### src/rtl/cpu_step_pkg.sv
`default_nettype none
// ============================================================================
// Module   : cpu_step_pkg
// Brief    : Shared state encodings and default timing constants for the
//            MiniRISC execution sequencer.
// Revision : 1.0 - initial release
// ============================================================================
package cpu_step_pkg;

    localparam int STATE_W = 2;

    // Encoding is visible on the board LEDs, so the values are fixed.
    localparam logic [STATE_W-1:0] ST_IDLE  = 2'd0;
    localparam logic [STATE_W-1:0] ST_RUN   = 2'd1;
    localparam logic [STATE_W-1:0] ST_STEP  = 2'd2;
    localparam logic [STATE_W-1:0] ST_BREAK = 2'd3;

    localparam int DEFAULT_RUN_DIV    = 50_000_000;
    localparam int DEFAULT_DEB_CYCLES = 1_000_000;

    function automatic logic is_halted_state(input logic [STATE_W-1:0] s);
        return (s == ST_IDLE) || (s == ST_BREAK);
    endfunction

endpackage : cpu_step_pkg
`default_nettype wire

### src/rtl/button_debouncer.sv
`default_nettype none
// ============================================================================
// Module   : button_debouncer
// Brief    : 2-FF synchronizer, optional debounce (STEP_DEBOUNCE_EN) and
//            rising-edge detector producing a one-cycle pulse.
// Revision : 1.0 - initial release
// ============================================================================
module button_debouncer
    import cpu_step_pkg::*;
#(
    parameter int DEB_CYCLES = DEFAULT_DEB_CYCLES
) (
    input  logic clk,
    input  logic rst,
    input  logic btn_in,
    output logic pulse_out
);

    logic r_sync_meta;
    logic r_sync;
    logic r_level_d;
    logic w_level;

    always_ff @(posedge clk or negedge rst) begin
        if (!rst) begin
            r_sync_meta <= 1'b0;
            r_sync      <= 1'b0;
        end else begin
            r_sync_meta <= btn_in;
            r_sync      <= r_sync_meta;
        end
    end

`ifdef STEP_DEBOUNCE_EN
    localparam int c_cnt_w = (DEB_CYCLES > 1) ? $clog2(DEB_CYCLES) : 1;
    localparam logic [c_cnt_w-1:0] c_cnt_last = c_cnt_w'(DEB_CYCLES - 1);

    logic               r_level;
    logic [c_cnt_w-1:0] r_cnt;

    // The level only follows the synchronized input after it has differed
    // for DEB_CYCLES consecutive cycles; any agreement restarts the count.
    always_ff @(posedge clk or negedge rst) begin
        if (!rst) begin
            r_level <= 1'b0;
            r_cnt   <= '0;
        end else if (r_sync == r_level) begin
            r_cnt   <= '0;
        end else if (r_cnt == c_cnt_last) begin
            r_level <= r_sync;
            r_cnt   <= '0;
        end else begin
            r_cnt   <= r_cnt + 1'b1;
        end
    end

    assign w_level = r_level;
`else
    logic w_unused_deb;
    assign w_unused_deb = ^DEB_CYCLES;
    assign w_level      = r_sync;
`endif

    always_ff @(posedge clk or negedge rst) begin
        if (!rst) begin
            r_level_d <= 1'b0;
        end else begin
            r_level_d <= w_level;
        end
    end

    assign pulse_out = w_level & ~r_level_d;

endmodule : button_debouncer
`default_nettype wire

### src/rtl/cpu_step_controller.sv
`default_nettype none
// ============================================================================
// Module   : cpu_step_controller
// Brief    : Issues single-cycle clock enables to the MiniRISC core in halted,
//            free-run, single-step and PC-breakpoint modes. Step-button
//            debounce is built only when STEP_DEBOUNCE_EN is defined.
// Revision : 1.0 - initial release
// ============================================================================
module cpu_step_controller
    import cpu_step_pkg::*;
#(
    parameter int RUN_DIV    = DEFAULT_RUN_DIV,
    parameter int DEB_CYCLES = DEFAULT_DEB_CYCLES,
    parameter int PC_W       = 32
) (
    input  logic               clk,
    input  logic               rst,
    input  logic               run_sw,
    input  logic               step_btn,
    input  logic               halt_req,
    input  logic               bp_en,
    input  logic [PC_W-1:0]    bp_addr,
    input  logic [PC_W-1:0]    pc,
    output logic               cpu_ce,
    output logic               halted,
    output logic [STATE_W-1:0] state,
    output logic [31:0]        step_count
);

    localparam int c_div_w = (RUN_DIV > 1) ? $clog2(RUN_DIV) : 1;
    localparam logic [c_div_w-1:0] c_div_last = c_div_w'(RUN_DIV - 1);

    logic [STATE_W-1:0] r_state;
    logic [c_div_w-1:0] r_div;
    logic               r_cpu_ce;
    logic               r_halted;
    logic [31:0]        r_step_count;

    logic [STATE_W-1:0] w_state_nxt;
    logic [c_div_w-1:0] w_div_nxt;
    logic               w_ce_nxt;
    logic [31:0]        w_count_nxt;
    logic               w_step_pulse;
    logic               w_bp_hit;

    button_debouncer #(
        .DEB_CYCLES (DEB_CYCLES)
    ) u_step_btn (
        .clk       (clk),
        .rst       (rst),
        .btn_in    (step_btn),
        .pulse_out (w_step_pulse)
    );

    // PC is the next instruction to execute, so a hit suppresses its pulse.
    assign w_bp_hit = bp_en && (pc == bp_addr);

    always_comb begin
        w_state_nxt = r_state;
        w_div_nxt   = r_div;
        w_ce_nxt    = 1'b0;
        case (r_state)
            ST_IDLE: begin
                if (!halt_req && run_sw) begin
                    w_state_nxt = ST_RUN;
                    w_div_nxt   = '0;
                end else if (w_step_pulse) begin
                    w_state_nxt = ST_STEP;
                    w_ce_nxt    = 1'b1;
                end
            end
            ST_STEP: begin
                w_state_nxt = ST_IDLE;
            end
            ST_RUN: begin
                if (halt_req || !run_sw) begin
                    w_state_nxt = ST_IDLE;
                    w_div_nxt   = '0;
                end else if (r_div == c_div_last) begin
                    w_div_nxt = '0;
                    if (w_bp_hit) begin
                        w_state_nxt = ST_BREAK;
                    end else begin
                        w_ce_nxt = 1'b1;
                    end
                end else begin
                    w_div_nxt = r_div + 1'b1;
                end
            end
            ST_BREAK: begin
                // Stepping here executes the breakpoint instruction itself.
                if (w_step_pulse) begin
                    w_state_nxt = ST_STEP;
                    w_ce_nxt    = 1'b1;
                end else if (!run_sw) begin
                    w_state_nxt = ST_IDLE;
                end
            end
            default: begin
                w_state_nxt = ST_IDLE;
                w_div_nxt   = '0;
            end
        endcase
        w_count_nxt = w_ce_nxt ? (r_step_count + 32'd1) : r_step_count;
    end

    always_ff @(posedge clk or negedge rst) begin
        if (!rst) begin
            r_state      <= ST_IDLE;
            r_div        <= '0;
            r_cpu_ce     <= 1'b0;
            r_halted     <= 1'b1;
            r_step_count <= '0;
        end else begin
            r_state      <= w_state_nxt;
            r_div        <= w_div_nxt;
            r_cpu_ce     <= w_ce_nxt;
            r_halted     <= is_halted_state(w_state_nxt);
            r_step_count <= w_count_nxt;
        end
    end

    assign cpu_ce     = r_cpu_ce;
    assign halted     = r_halted;
    assign state      = r_state;
    assign step_count = r_step_count;

endmodule : cpu_step_controller
`default_nettype wire

### config.mk
export PLATFORM = sky130hd
export DESIGN_NAME = cpu_step_controller
export DESIGN_NICKNAME = d
export VERILOG_FILES = /design/src/rtl/cpu_step_pkg.sv /design/src/rtl/button_debouncer.sv /design/src/rtl/cpu_step_controller.sv
export SDC_FILE = /design/constraint.sdc
export NUM_CORES = 1
export LEC_CHECK = 0
export CAP_MARGIN = 40
export CORE_MARGIN = 2
export CORE_UTILIZATION = 45
export CTS_CLUSTER_DIAMETER = 200
export DETAILED_ROUTE_END_ITERATION = 12
export MAX_ROUTING_LAYER = met4
export PLACE_DENSITY_LB_ADDON = 0.2
export SLEW_MARGIN = 20
export SYNTH_ARGS = -nofsm -noshare
export SYNTH_HDL_FRONTEND = slang
export SYNTH_SLANG_ARGS = --single-unit
### constraint.sdc
create_clock -name clk -period 2.6 [get_ports clk]
set_input_delay 0.26 -clock clk [delete_from_list [all_inputs] [get_ports clk]]
set_output_delay 0.26 -clock clk [all_outputs]
set_load 0.02 [all_outputs]
==> results by group <==
Run status
  • Status: finished clean

Die
  • Die boundary height: 94.5 um
  • Count of boundary I/O pins: 106
  • Horizontal die dimension: 94.5 um
  • Rows: 33
  • Starting density of the core: 45.5%
  • Floorplan die area: 0.00893 mm^2
  • Area of the core: 0.00809 mm^2

Yosys
  • Sequential area share after synthesis: 44.2%
  • Share of the synthesized area in the top cell type: 43.4%
  • Gate Count Post-Synth: 371
  • Leading register cell type out of synthesis: sky130_fd_sc_hd__dfrtp_1
  • Synth Area in XOR/XNOR: roughly 17%
  • Share of synthesized cell area in and, or, nand and nor gates: 17.9%
  • Net count after synthesis: 443
  • Synth area leader: sky130_fd_sc_hd__dfrtp_1
  • Flip-flop and latch count after synthesis: 65
  • Largest family of logic cells by synthesized area: simple AND/OR/NAND/NOR gates
  • Most frequently used cell type in the post-synthesis netlist: sky130_fd_sc_hd__dfrtp_1
  • Adder-cell share of the synthesized area: 0.679%
  • Number of enable-type register cells in the synthesized netlist: 0
  • Cell area after synthesis: 0.00369 mm^2
  • Fraction of synthesized area in multiplexers: 0.305%
  • Fraction of the mapped netlist area in compound gates: 17.7%
  • Post-synthesis async set-or-reset flop share: 100%
  • Most frequent cells after synthesis: 64 x sky130_fd_sc_hd__dfrtp_1, 63 x sky130_fd_sc_hd__xor2_1, 35 x sky130_fd_sc_hd__nand2_1
  • Top cells by area in the synthesized netlist: sky130_fd_sc_hd__dfrtp_1 43%, sky130_fd_sc_hd__xor2_1 15%, sky130_fd_sc_hd__a2111oi_2 4.1%, sky130_fd_sc_hd__nand2_1 3.6%, sky130_fd_sc_hd__o21ai_0 3.5%
  • Count of distinct cell types in the synthesized netlist: 46
  • Yosys Warn Count: 0
  • Avg Cell Area, Syn: 9.94 um^2

Power
  • Internal power: 1.96 mW
  • Max IR drop VDD: 0.000428 V
  • Fraction of power consumed by sequential logic: 42.3%
  • Switching share of total power: 24.9%
  • Pwr/cell area: just over 500 mW/mm^2
  • Combinational share of power: 16.4%
  • Static Leak: 2.19 nW
  • Switching pwr: 0.651 mW
  • Portion of total power attributed to the clock network: 41.4%

Critical path
  • CP required: between 2 and 3 ns
  • Reg-to-reg slack, setup: 0.16 ns
  • Setup crit start: r_div[0]
  • Crit path arrival time: 2.71 ns
  • Timing endpoint of the critical path: step_count[31]
  • Crit end category: register
  • Reg2reg start: r_div[0]
  • Maximum fanout along the worst path: 31
  • Cell depth of the worst flop-to-flop path: 8
  • Capture point of the worst reg-to-reg path: step_count[31]
  • Critical Setup Path Class: register to register
  • Category of the worst setup path launch point: register

Detailed routing
  • Router iterations before antenna repair: 4
  • Routed WL: 8790 um
  • Number of design-rule violations left by the first detailed-router iteration: 107
  • DRC viols: 0
  • Final antenna-violating net count: 0
  • Total number of vias: 3184
  • DR WL/cell: approximately 15 um
  • Ratio of routed vias to standard cells: 5.40

Global route
  • Global Route Usage Sum: 22.2%
  • Remaining global-route overflow: 0
  • Initial antenna violation count: 0
  • Vias in the first global route: around 3.3k
  • Maximum number of pins on one net before global-route repair: 33
  • First-pass GRT wire length: approximately 15000 um

Timing
  • Highest clock rate: a little over 0.4 GHz
  • Shortest clock period the worst path allows after layout: 2.44 ns
  • Unrepaired setup endpoints after global routing: no
  • Number of setup violations in the final report: 0
  • Setup TNS Final: 0 ns
  • Normalized max-slew margin: 53.0%
  • Transition time at the pin with the least slew margin: 0.704 ns
  • Final number of hold-violating endpoints: 0
  • Final max-slew violation count: 0
  • Part of the cycle the worst path needs: 93.8%
  • Post-route clock skew: 0.0117 ns

Run
  • Max Cap Viol: 0

Clock network
  • Maximum clock path buffer count: 2
  • Number of buffers created by CTS: 9
  • Postcts setup bufs: 0
  • Total clock sinks: 65
  • TritonCTS clock tree: yes
  • Clock-pin slew on the worst setup and hold paths: 0.07 ns
  • Worst skew pair latency: about 0.35 ns
  • Level count of the clock H-tree: 3
  • Cell chosen for the clock root: sky130_fd_sc_hd__clkbuf_8

Cells and area
  • Fill cell instance count of the final layout: 673
  • Layout cells sized above 1: around 9.1%
  • Area of all placed cells without fillers: 0.00517 mm^2
  • Area growth, synth to finish: 40.4%
  • Number of antenna diodes: 0
  • Number of nets in the layout: between 500 and 600
  • Post-route insts no fill: between 500 and 600
  • Post-layout utilization of the core: 63.9%

Hold path
  • Worst Hold Class: input port to register

Place
  • Cell count after placement: 573
  • DP HPWL: 6480 um
  • Port-buffer cells: approximately 110
  • Final Wtd Congestion: 0.802
  • Cell Area, Placed: 0.00491 mm^2
## what timing repair did
item                       CTS  global route
setup endpoints to repair    0             1
hold endpoints to repair    16             0
resized for setup            0             1
hold buffers                 1             0
## stage by stage
| step | power [mW] | hold WS, ns | worst slack (ns) |
|---|---|---|---|
| floorplan | 1.29 | -0.0356 | 0.560 |
| finish | 2.61 | 0.350 | 0.160 |
| global route | 2.72 | 0.337 | 0.00822 |
| global placement | 1.54 | 0.229 | 0.0808 |
| detailed placement | 1.55 | 0.230 | 0.0224 |
| CTS | 2.63 | 0.337 | 0.164 |
## state kept, by name, summed over array words and instances, names as in the netlist
signal,cells
state,2
step_count,32
u_step_btn.r_sync,1
halted,1
u_step_btn.r_sync_meta,1
r_div,26
cpu_ce,1
u_step_btn.r_level_d,1
## worst min-delay path by stage
| stage | from | to | slack (ns) | cells past startpoint |
|---|---|---|---|---|
| after global placement | rst | r_div[4] | 0.23 | 1 |
| after floorplan | rst | cpu_ce | -0.04 | 0 |
| final | step_btn | u_step_btn.r_sync_meta | 0.35 | 1 |
| after CTS | step_btn | u_step_btn.r_sync_meta | 0.34 | 1 |
| after global routing | step_btn | u_step_btn.r_sync_meta | 0.34 | 1 |
| after detailed placement | rst | r_div[2] | 0.23 | 1 |
## layer usage
layer  wire (um)  track usage (%)  up-vias
li1            -                -     1573
met1        3930             27.7     1526
met2        4400             36.1       75
met3         348             5.59       10
met4         111             5.92        0
met5           0                -        -
## worst max-delay path: stages (launching register included)
cell	delay, ns
sky130_fd_sc_hd__dfrtp_1	0.41
sky130_fd_sc_hd__ha_1	0.22
sky130_fd_sc_hd__and4_1	0.26
sky130_fd_sc_hd__nand4b_1	0.18
sky130_fd_sc_hd__nor3_2	0.32
sky130_fd_sc_hd__o31ai_4	0.13
sky130_fd_sc_hd__buf_12	0.19
sky130_fd_sc_hd__a2111oi_2	0.45
sky130_fd_sc_hd__xor2_1	0.19
## power by group through the flow
stage | Clock (mW) | Sequential, mW | Combinational, mW
2_1_floorplan | 0 | 1.17 | 0.123
3_3_place_gp | 0 | 1.12 | 0.419
3_5_place_dp | 0 | 1.12 | 0.429
4_1_cts | 1.10 | 1.10 | 0.432
5_1_grt | 1.15 | 1.11 | 0.464
6_report | 1.08 | 1.10 | 0.427
## cell type report
type	instances	area, um^2	share of cell area (%)
Tap cell	105	131	2.54
Timing Repair Buffer	114	1150	22.3
Multi-Input combinational cell	283	1980	38.3
Inverter	7	26.3	0.508
Clock buffer	10	138	2.66
Sequential cell	65	1630	31.5
Clock inverter	6	115	2.22
## cells by family after synthesis
group	after synthesis
XOR/XNOR	70
AND/OR/NAND/NOR	122
flip-flops	65
adder cells (fa/ha/maj)	2
AO/OA/AOI/OAI	88
multiplexers	1
buffers and inverters	23
## cell usage in the layout (no fill, tap or decap), types with 8 or more instances in the layout
| cell type | count |
|---|---|
| sky130_fd_sc_hd__a2111oi_2 | 11 |
| sky130_fd_sc_hd__a211oi_1 | 10 |
| sky130_fd_sc_hd__a21oi_1 | 9 |
| sky130_fd_sc_hd__and3_1 | 10 |
| sky130_fd_sc_hd__clkbuf_8 | 10 |
| sky130_fd_sc_hd__clkdlybuf4s50_1 | 104 |
| sky130_fd_sc_hd__dfrtp_1 | 64 |
| sky130_fd_sc_hd__nand2_1 | 35 |
| sky130_fd_sc_hd__nand3_1 | 20 |
| sky130_fd_sc_hd__nand4_1 | 10 |
| sky130_fd_sc_hd__nor4_1 | 8 |
| sky130_fd_sc_hd__o21ai_0 | 25 |
| sky130_fd_sc_hd__o31ai_1 | 12 |
| sky130_fd_sc_hd__xor2_1 | 63 |
Power figures use the tool's default switching activity.
